$ cat src/rtl/led_s2p_rx_pkg.sv
// Shared definitions for the LED serial-to-parallel receiver: FSM states and bit-order selectors.
package led_s2p_rx_pkg;

  typedef enum logic [1:0] {
    IDLE  = 2'd0,
    SHIFT = 2'd1,
    FULL  = 2'd2
  } state_t;

  localparam int DIR_MSB_FIRST = 0;
  localparam int DIR_LSB_FIRST = 1;

endpackage

$ cat src/rtl/led_s2p_rx_sync_edge.sv
// Two-flop synchroniser with a third flop for rising-edge detection; reset value selectable.
// Latency: input to sync/rise is 2 clk; no backpressure.
module led_s2p_rx_sync_edge #(
  parameter logic RST_VAL = 1'b0
) (
  input  logic clk,
  input  logic rstn,
  input  logic d,
  output logic sync,
  output logic rise
);

  logic s1, s2, s3;

  always_ff @(posedge clk) begin
    if (!rstn) begin
      s1 <= RST_VAL;
      s2 <= RST_VAL;
      s3 <= RST_VAL;
    end else begin
      s1 <= d;
      s2 <= s1;
      s3 <= s2;
    end
  end

  assign sync = s2;
  assign rise = s2 & ~s3;

endmodule

$ cat src/rtl/led_s2p_rx.sv
// Oversampling deserialiser for the LED sclk/sout/sclrn/EN frame stream; flags short and long frames.
// Latency: sclk rise to shift 3 clk, EN rise to valid/frame_err 3 clk; no backpressure (pulses only).
module led_s2p_rx
  import led_s2p_rx_pkg::*;
#(
  parameter int DATA_BITS       = 16,
  parameter int DATA_COUNT_BITS = 5,
  parameter int DIR             = DIR_MSB_FIRST
) (
  input  logic                 clk,
  input  logic                 rstn,
  input  logic                 sclk,
  input  logic                 sout,
  input  logic                 sclrn,
  input  logic                 EN,
  output logic [DATA_BITS-1:0] PData,
  output logic                 valid,
  output logic                 frame_err,
  output logic                 ovf,
  output logic                 busy
);

  localparam logic [DATA_COUNT_BITS-1:0] FULL_CNT = DATA_COUNT_BITS'(DATA_BITS);

  logic sclk_sync, sclk_rise;
  logic en_sync, en_rise;
  logic sout_s1, sout_s2;
  logic sclrn_s1, sclrn_s2;

  led_s2p_rx_sync_edge #(.RST_VAL(1'b0)) u_sclk_sync (
    .clk  (clk),
    .rstn (rstn),
    .d    (sclk),
    .sync (sclk_sync),
    .rise (sclk_rise)
  );

  led_s2p_rx_sync_edge #(.RST_VAL(1'b1)) u_en_sync (
    .clk  (clk),
    .rstn (rstn),
    .d    (EN),
    .sync (en_sync),
    .rise (en_rise)
  );

  // sout stage 2 lines up with the sclk rise detection, so the sampled bit is the one
  // that was stable around the serial clock edge.
  always_ff @(posedge clk) begin
    if (!rstn) begin
      sout_s1  <= 1'b0;
      sout_s2  <= 1'b0;
      sclrn_s1 <= 1'b1;
      sclrn_s2 <= 1'b1;
    end else begin
      sout_s1  <= sout;
      sout_s2  <= sout_s1;
      sclrn_s1 <= sclrn;
      sclrn_s2 <= sclrn_s1;
    end
  end

  state_t                     state, state_n;
  logic [DATA_BITS-1:0]       shreg, shreg_n, shifted;
  logic [DATA_COUNT_BITS-1:0] cnt, cnt_n, cnt_inc;
  logic [DATA_BITS-1:0]       pdata_n;
  logic                       valid_n, ferr_n, ovf_n;

  always_ff @(posedge clk) begin
    if (!rstn) begin
      state     <= IDLE;
      shreg     <= '0;
      cnt       <= '0;
      PData     <= '0;
      valid     <= 1'b0;
      frame_err <= 1'b0;
      ovf       <= 1'b0;
    end else begin
      state     <= state_n;
      shreg     <= shreg_n;
      cnt       <= cnt_n;
      PData     <= pdata_n;
      valid     <= valid_n;
      frame_err <= ferr_n;
      ovf       <= ovf_n;
    end
  end

  always_comb begin
    if (DIR == DIR_MSB_FIRST) shifted = {shreg[DATA_BITS-2:0], sout_s2};
    else                      shifted = {sout_s2, shreg[DATA_BITS-1:1]};
  end

  assign cnt_inc = cnt + DATA_COUNT_BITS'(1);

  // The shift is resolved before the EN check so a frame whose last bit arrives
  // together with EN is judged on its post-shift count.
  always_comb begin
    state_n = state;
    shreg_n = shreg;
    cnt_n   = cnt;
    pdata_n = PData;
    valid_n = 1'b0;
    ferr_n  = 1'b0;
    ovf_n   = 1'b0;
    if (!sclrn_s2) begin
      shreg_n = '0;
      cnt_n   = '0;
      state_n = IDLE;
    end else begin
      if (sclk_rise) begin
        case (state)
          IDLE, SHIFT: begin
            shreg_n = shifted;
            cnt_n   = cnt_inc;
            state_n = (cnt_inc == FULL_CNT) ? FULL : SHIFT;
          end
          FULL:    ovf_n   = 1'b1;
          default: state_n = IDLE;
        endcase
      end
      if (en_rise) begin
        if (state_n == FULL) begin
          pdata_n = shreg_n;
          valid_n = 1'b1;
        end else begin
          ferr_n = 1'b1;
        end
        cnt_n   = '0;
        state_n = IDLE;
      end
    end
  end

  assign busy = (state == SHIFT) || (state == FULL);

endmodule

$ cat config.mk
export PLATFORM = sky130hd
export DESIGN_NAME = led_s2p_rx
export DESIGN_NICKNAME = d
export VERILOG_FILES = /design/src/rtl/led_s2p_rx_pkg.sv /design/src/rtl/led_s2p_rx_sync_edge.sv /design/src/rtl/led_s2p_rx.sv
export SDC_FILE = /design/constraint.sdc
export NUM_CORES = 1
export LEC_CHECK = 0
export CORE_ASPECT_RATIO = 0.8
export CORE_MARGIN = 4
export CORE_UTILIZATION = 53
export CTS_CLUSTER_SIZE = 25
export DETAILED_ROUTE_END_ITERATION = 10
export GPL_TIMING_DRIVEN = 0
export PLACE_DENSITY = 0.77
export SETUP_SLACK_MARGIN = 0.4
export SLEW_MARGIN = 25
export SYNTH_ARGS = -nofsm -noshare
export SYNTH_HDL_FRONTEND = slang
export SYNTH_SLANG_ARGS = --single-unit
$ cat constraint.sdc
create_clock -name clk -period 2.2 [get_ports clk]
set_input_delay 0.33 -clock clk [delete_from_list [all_inputs] [get_ports clk]]
set_output_delay 0.33 -clock clk [all_outputs]
set_load 0.05 [all_outputs]
* Yosys cells after proc, flatten, opt, wreduce, memory -nomap -nowiden
Index checks and enable logic that the tools add are counted.
** Word-level totals
- Bits in registers :: 52
- Input bits :: 6
- Output and inout port bits :: 20
- Logic and storage cells :: 46
** Cells by class
- Add/subtract/negate cells :: 1
- Equality and inequality tests :: 4
- Mux-type cells :: 9
- Bitwise gates (word level) :: 6
- Reductions and logical operators :: 9
** Operators by type and width (count)
- $mux 16 :: 2
- $reduce_and 3->1 :: 3
- $mux 2 :: 3
- $add 5x1->5 const B :: 1
- $eq 5x5->1 const B :: 1
- $eq 2x2->1 const B :: 2
- $not 1->1 :: 4
- $pmux 2 s2 :: 1
- $reduce_and 2->1 :: 2
- $mux 1 :: 3
- $reduce_or 3->1 :: 1
- $and 1x1->1 :: 2
- $eq 2x1->1 const B :: 1
- $logic_not 2->1 :: 1
- $reduce_or 2->1 :: 1
- $logic_or 1x1->1 :: 1

* Logic depth before layout (Yosys ltp)
Gate-level depths: netlist of the first run.
- Depth after elaboration :: 8
- Gate-level depth with buffers :: 10
- Depth with buffers taken out :: 7

* Modules after synthesis
Synthesis of the first run repeated with hierarchy kept, for this count alone.
** Second synthesis, totals
- Cells, all modules :: 191
- Area total of the unflattened synthesis :: 2005.7 µm²
** Modules (own cells, without submodules)
- led_s2p_rx :: instances 1, cells each 177, area each 1820.5 µm², seq. area each 920.9 µm²
- led_s2p_rx_sync_edge :: instances 2, cells each 7, area each 92.6 µm², seq. area each 60.1 µm²

* Worst setup path after synthesis of the first run
OpenSTA, ideal clock, no wires.
- Kind :: register to register
- Start point :: reg state[1]
- End point :: reg PData[10]
- Setup time :: 0.081 ns
- Arrival time :: 1.789 ns
- Required time :: 2.119 ns
- Setup slack :: 0.330 ns
- Cell stages (with the launch flop) :: 11
- Path buffers :: 3
- Clock period less this slack :: 1.870 ns
- Cell sequence :: dfxtp_1 inv_1 ha_1 nor2_1 o311a_1 a41o_1 buf_6 and2_4 buf_6 buf_6 a211oi_2
** Between the ends
- Word-level cells in the longest chain between the ends :: 7
- Elaborated cells on any way between the ends :: 11
- Those cells by class :: eq/ne: 3; mux: 5; reduce/logical: 3
** Ends and longest elaborated chain
- from (decl) :: RTL line led_s2p_rx.sv:62 : state_t state, state_n;
- from (signal assigned) :: RTL line led_s2p_rx.sv:78 : state <= state_n;
- $eq 2x1->1 or $logic_not 2->1 (tied branches) :: RTL line led_s2p_rx.sv:111 : case (state)
- $reduce_or 2->1 :: RTL line led_s2p_rx.sv:111
- $pmux 2 s2 :: RTL line led_s2p_rx.sv:111
- $mux 2 :: RTL line led_s2p_rx.sv:110 : if (sclk_rise) begin
- $mux 2 :: RTL line led_s2p_rx.sv:105 : if (!sclrn_s2) begin
- $eq 2x2->1 :: RTL line led_s2p_rx.sv:122 : if (state_n == FULL) begin
- $reduce_and 3->1 (no line)
- to (signal assigned) :: RTL line led_s2p_rx.sv:81 : PData <= pdata_n;
- to (decl) :: RTL line led_s2p_rx.sv:16 : output logic [DATA_BITS-1:0] PData,
Parallel ways exist; a longest one is shown, timed or not. The select of a mux whose other input is x is not followed.
A chain may end at the register's enable or synchronous reset.

* Final worst setup path of the first run
- Start point :: reg state[0]
- End point :: reg PData[6]
Same word-level chain as after synthesis.

==> results of run 1 <==
[Yosys cell counts (all sizes together)]
library cell | n | area, um^2
dfxtp | 52 | 1040
nor2 | 25 | 93.8
a21oi | 18 | 90.1
a211oi | 16 | 170
mux2i | 16 | 160
and2 | 7 | 46.3
nand2b | 7 | 51.3
buf | 6 | 47.5
nand2 | 6 | 22.5
ha | 5 | 62.6
clkbuf | 4 | 15.0
inv | 4 | 15.0
o21ai | 4 | 20.0
xor2 | 3 | 26.3
nand4 | 2 | 12.5
nor2b | 2 | 12.5
a21bo | 1 | 10.0
a311oi | 1 | 8.76
a31oi | 1 | 6.26
a41o | 1 | 10.0
nand3 | 1 | 5.00
nand3b | 1 | 7.51
nand4b | 1 | 8.76
nor3 | 1 | 5.00
nor3b | 1 | 7.51
o311a | 1 | 10.0
xnor2 | 1 | 8.76
[where the power goes]
part / leakage [uW] / internal, uW / switching, uW / total, uW
Combinational: 0.000710 / 33.2 / 47.8 / 81.0
Sequential: 0.000423 / 948 / 6.67 / 955
Clock: 0.0000455 / 257 / 279 / 536
Total: 0.00118 / 1240 / 334 / 1570
[routing by layer]
layer / vias up / part of all wire, % / track usage (%)
met5: - / 0 / 0
met4: 0 / 0.40 / 5.43
met3: 2 / 3.5 / 4.47
met2: 25 / 49 / 31.8
met1: 710 / 47 / 21.4
li1: 740 / - / -
[flip-flops by register name, summed over array words and instances (netlist names)]
signal,cells
PData,16
shreg,16
cnt,5
state,2
frame_err,1
ovf,1
sclrn_s1,1
sclrn_s2,1
sout_s1,1
sout_s2,1
u_en_sync.s1,1
u_en_sync.s3,1
u_en_sync.sync,1
u_sclk_sync.s1,1
u_sclk_sync.s3,1
u_sclk_sync.sync,1
valid,1
[cells by family (layout without fill, tap and decap cells)]
group           after synthesis  count (layout)  synth area share, %
simple gates                 54              54                 13.8
flops                        52              52                 52.7
compound gates               43              43                 16.5
mux                          16              16                 8.11
buf+inv                      14              60                 3.93
fa+ha+maj                     5               5                 3.17
xor+xnor                      4               4                 1.77
[what timing repair did]
item	CTS	global route
endpoints found under the hold margin	0	0
gates cloned	0	1
hold buffers	0	0
pin swaps	1	3
endpoints found under the setup margin	23	34
setup buffers	7	5
gates resized for setup	19	27
[placed cells by master, fill, tap and decap left out, types with 2 or more instances in the layout]
cell type / count
clkbuf_8: 6
ha_4: 3
mux2i_1: 15
a211oi_1: 4
nor2_2: 2
a21oi_1: 16
dlymetal6s2s_1: 12
o21ai_0: 3
ha_1: 2
and2_1: 6
clkdlybuf4s50_1: 10
nand2_1: 6
a211oi_2: 12
nand2b_1: 6
inv_4: 2
nand4_1: 2
nor2_1: 22
dfxtp_1: 50
buf_4: 11
buf_12: 2
inv_1: 2
buf_6: 2
xor2_1: 3
dfxtp_4: 2
dlygate4sd2_1: 2
clkbuf_1: 6
a21oi_2: 2
[metrics by stage]
step / util (%) / power, uW / cell area [um^2]
after floorplan: - / 1020 / 1980
after global placement: 65.0 / 1050 / 2290
after detailed placement: 65.0 / 1050 / 2290
after CTS: 70.8 / 1580 / 2490
after global routing: 75.0 / 1630 / 2640
final: 75.0 / 1570 / 2640
[area by class of cell]
class | count | area [um^2]
timing repair buffer | 38 | 400
clock buffer | 8 | 90.1
buffer | 10 | 85.1
inverter | 4 | 20.0
fill | 227 | 881
multi-input combinational | 122 | 941
sequential | 52 | 1050
tap | 42 | 52.6
[worst max-delay path, cell delays in order, from the launching register on]
cell and delay (ps):
dfxtp_4 390, inv_4 80, ha_4 130, nor2_4 40, o311a_1 280, a41o_1 230
buf_6 130, and2_4 150, buf_8 130, clkbuf_16 160, a211oi_2 180
[worst paths after layout]
| kind | startpoint | to | slack, ps |
|---|---|---|---|
| worst min register to register | sclrn_s1$_SDFF_PN1_ | sclrn_s2$_SDFF_PN1_ | 410 |
| worst min-delay path | sclrn_s1$_SDFF_PN1_ | sclrn_s2$_SDFF_PN1_ | 410 |
| worst max-delay path | state[0]$_SDFF_PP0_ | PData[6]$_SDFFE_PN0P_ | 210 |
| worst max register to register | state[0]$_SDFF_PP0_ | PData[6]$_SDFFE_PN0P_ | 210 |
==> run_results.csv, run 1 <==
group,metric,value,unit
drt,via_count,1477,
drt,via_per_inst,5.35,
drt,drc,0,
min_path,holdCritPathClass,"register to register",
placed_design,port_buffers,25,
clocking,numCtsBuffers,5,
global_route,grt_max_degree,15,
clocking,tritoncts,"yes",
placed_design,hpwlAfterDp,2.85,mm
timing,worst_slack,210,ps
global_route,track_usage,17.9,%
floorplanning,die_area,4770,um^2
final_layout,fin_cells,276,
final_layout,drive_gt1_share,23.9,%
clocking,clock_latency,290,ps
synth,syn_area,1970,um^2
synth,synth_cells,188,
timing,slew_headroom,51.2,%
drt,wl,4.27,mm
synth,synth_nets,199,
drt,routedWlPerCell,15.5,um
synth,synth_cell_types,32,
timing,setup_viol,0,
pwr,power_density,596,nW/um^2
setup_path,cp.arrival,2190,ps
floorplanning,die_w,76.2,um
global_route,grt_pass1_wl,6.98,mm
final_layout,area_growth,33.6,%
timing,hold_viol,0,
timing,tightestPinTransition,732,ps
timing,clock_skew,10.6,ps
synth,synth-seq-cells,52,
timing,fin_hold_ws,413,ps
timing,fin_setup_tns,0,ps
final_layout,num_antenna_cells,0,
pwr,leakagePower,0.00118,uW
synth,ys_seq_area_share,52.7,%
job,maxCapViolCount,0,
synth,yosysWarningCount,0,
floorplanning,ioPinCount,26,
global_route,antenna_found_initial,0,
drt,antenna_left,0,
timing,fmax,502,MHz
setup_path,endpoint_kind,"register",
setup_path,crit_path_start_kind,"register",
floorplanning,die_y,62.6,um
global_route,grt_overflow,0,
setup_path,crit_type,"register to register",
floorplanning,start_util,56.1,%
clocking,htree_levels,2,
final_layout,layout.nets,244,
setup_path,cp_max_fo,5,
synth,syn_area_per_cell,10.5,um^2
placed_design,gp_congestion,0.748,
placed_design,pre_cts_ws,224,ps
floorplanning,fp-row-count,19,
timing,rsz0062_at_grt,"yes",
setup_path,crit_required,2400,ps
min_path,whs_path_depth,1,
pwr,ir_drop,0.623,mV
timing,min_period,1990,ps
setup_path,reg2reg_depth,10,
clocking,clock_path_buffers,2,
timing,fin_crit_sh,90.5,%
outcome,run_status,"finished clean",
clocking,clk_pin_slew,90,ps
placed_design,placed_cells,255,
global_route,first_global_vias,1524,
drt,drt_iter0_markers,83,
floorplanning,core-area,3520,um^2
drt,drtPass1Iterations,4,
timing,drv_slew,0,
clocking,clock-sinks,52,
clocking,clockRootBuffer,"clkbuf_8",
No activity file was read; power rests on OpenSTA's default activity.
==> run 2, diff against run 1 <==
Settings changed: ABC_CLOCK_PERIOD_IN_PS set to 2200, CELL_PAD_IN_SITES_DETAIL_PLACEMENT set to 0, CELL_PAD_IN_SITES_GLOBAL_PLACEMENT set to 1, CORE_UTILIZATION 53 to 42, PLACE_DENSITY 0.77 to unset, PLACE_DENSITY_LB_ADDON set to 0.1.
==> run_results.csv, run 2 (synthesized netlist as in run 1, its figures left out) <==
group,metric,value,unit
final_layout,num_antenna_cells,0,
final_layout,final_design_area_no_fill,2660,um^2
timing,min_period,1950,ps
global_route,grt_overflow,0,
drt,via_count,1480,
setup_path,reg2reg_depth,10,
clocking,clock_latency,300,ps
floorplanning,core-area,4570,um^2
timing,tightestPinTransition,688,ps
final_layout,largestRegisters,"PData (16), shreg (16), cnt (5)",
clocking,hold_buffers,0,
min_path,min_to,"sclrn_s2$_SDFF_PN1_",
timing,hold_viol,0,
setup_path,crit_chain,"inv_4 -> ha_4 -> nor2_4 -> o311a_1 -> a41o_1 -> buf_6 -> and2_4 -> buf_8 -> buf_12 -> a211oi_2",
setup_path,endpoint_kind,"register",
setup_path,crit_slowest_cell,"dfxtp_4",
floorplanning,ioPinCount,26,
floorplanning,die_w,84.7,um
global_route,antenna_found_initial,0,
global_route,grt_max_degree,18,
drt,wl,4.18,mm
drt,drtPass1Iterations,4,
job,maxCapViolCount,0,
timing,fin_crit_sh,88.5,%
setup_path,crit_path_start_kind,"register",
final_layout,final_cell_mix,"dfxtp_1, nor2_1, a21oi_1",
clocking,clockRootBuffer,"clkbuf_8",
setup_path,worst_r2r_startpoint,"state[0]$_SDFF_PP0_",
drt,routedWlPerCell,14.3,um
clocking,htree_levels,2,
placed_design,postPlaceCellArea,2310,um^2
clocking,numCtsBuffers,5,
timing,setup_viol,0,
timing,clock_skew,4.94,ps
timing,fmax,514,MHz
setup_path,crit_type,"register to register",
setup_path,r2r_slack,250,ps
clocking,tritoncts,"yes",
placed_design,gp_congestion,0.671,
setup_path,crit_required,2420,ps
timing,rsz0062_at_grt,"yes",
clocking,clk_pin_slew,90,ps
placed_design,hpwlAfterDp,2.75,mm
drt,drc,0,
final_layout,drive_gt1_share,23.2,%
placed_design,port_buffers,25,
final_layout,seq_area,1050,um^2
timing,fin_setup_tns,0,ps
min_path,worstHoldStart,"sclrn_s1$_SDFF_PN1_",
setup_path,rr_endpoint,"PData[15]$_SDFFE_PN0P_",
drt,drt_iter0_markers,73,
min_path,whs_path_depth,1,
final_layout,multi_input_area,928,um^2
final_layout,layout_commonest_cell,"dfxtp_1",
clocking,clock-sinks,52,
global_route,grt_pass1_wl,6.77,mm
setup_path,cp.arrival,2170,ps
timing,slew_headroom,54.1,%
outcome,run_status,"finished clean",
final_layout,area_growth,34.7,%
drt,via_per_inst,5.05,
pwr,power_density,679,nW/um^2
final_layout,fillers,405,
min_path,holdCritPathClass,"register to register",
setup_path,slowest_delay,390,ps
floorplanning,die_y,69.3,um
pwr,ir_drop,0.415,mV
global_route,track_usage,14.0,%
clocking,clock_path_buffers,2,
floorplanning,fp-row-count,22,
setup_path,cp_max_fo,8,
final_layout,layout.nets,243,
timing,drv_slew,0,
global_route,first_global_vias,1444,
floorplanning,die_area,5870,um^2
floorplanning,start_util,43.2,%
drt,antenna_left,0,
pwr,leakagePower,0.00119,uW
-- run 2: cell types whose count changed in the layout (fill, tap and decap cells not counted), sizes merged --
cell,delta
bufinv,+2
clkdlybuf4s50,-4
dlymetal6s2s,-1
dlygate4sd2,+5
inv,+1
clkbuf,-4
-- run 2: through the flow --
| step | total power, uW | worst slack (ps) | cells | util (%) | hold slack [ps] |
|---|---|---|---|---|---|
| 2_1_floorplan | 1020 | 384 | 188 | - | 386 |
| 3_3_place_gp | 1050 | 274 | 273 | 50.5 | 391 |
| 3_5_place_dp | 1050 | 240 | 273 | 50.5 | 406 |
| 4_1_cts | 1820 | 260 | 285 | 54.3 | 431 |
| 5_1_grt | 1870 | 162 | 293 | 58.2 | 450 |
| 6_report | 1810 | 253 | 293 | 58.2 | 428 |
-- run 2: worst max-delay path, delay by kind of cell (launching register included) --
family | cells | cell delay, ps
flops | 1 | 390
compound gates | 3 | 680
fa+ha+maj | 1 | 140
buf+inv | 4 | 460
simple gates | 2 | 190
-- run 2: routing by layer --
metal	wire length, um	track usage (%)	vias up
li1	-	-	741
met1	2050	18.8	711
met2	1950	22.5	23
met3	143	3.44	5
met4	37	3.69	0
met5	0	0	-
-- run 2: power breakdown --
part	internal [uW]	total, uW	switching [uW]	leakage [uW]
Combinational	29.2	74.6	45.4	0.000699
Clock	458	776	318	0.0000687
Sequential	949	956	6.95	0.000423
-- run 2: how the worst max path moves through the flow --
stage / startpoint / end / depth (start not counted)
floorplan: state[1]$_SDFF_PP0_ / PData[10]$_SDFFE_PN0P_ / 10
global placement: state[1]$_SDFF_PP0_ / PData[3]$_SDFFE_PN0P_ / 10
detailed placement: state[1]$_SDFF_PP0_ / PData[2]$_SDFFE_PN0P_ / 10
CTS: state[1]$_SDFF_PP0_ / PData[2]$_SDFFE_PN0P_ / 10
global route: state[0]$_SDFF_PP0_ / PData[6]$_SDFFE_PN0P_ / 10
finish: state[0]$_SDFF_PP0_ / PData[15]$_SDFFE_PN0P_ / 10
-- run 2: what timing repair did --
action,in CTS,in global routing
cloned,0,1
pin swaps,0,10
buffers inserted,4,7
gates resized for setup,13,32
endpoints found under the hold margin,0,0
endpoints found under the setup margin,30,29
-- run 2: layout make-up --
cell class,instances,share of cell area (%)
timing repair buffer,37,14.0
clock buffer,5,2.59
buffer,10,2.96
inverter,4,0.753
multi-input combinational,122,34.9
clock inverter,3,2.59
tap,60,2.82
sequential,52,39.4
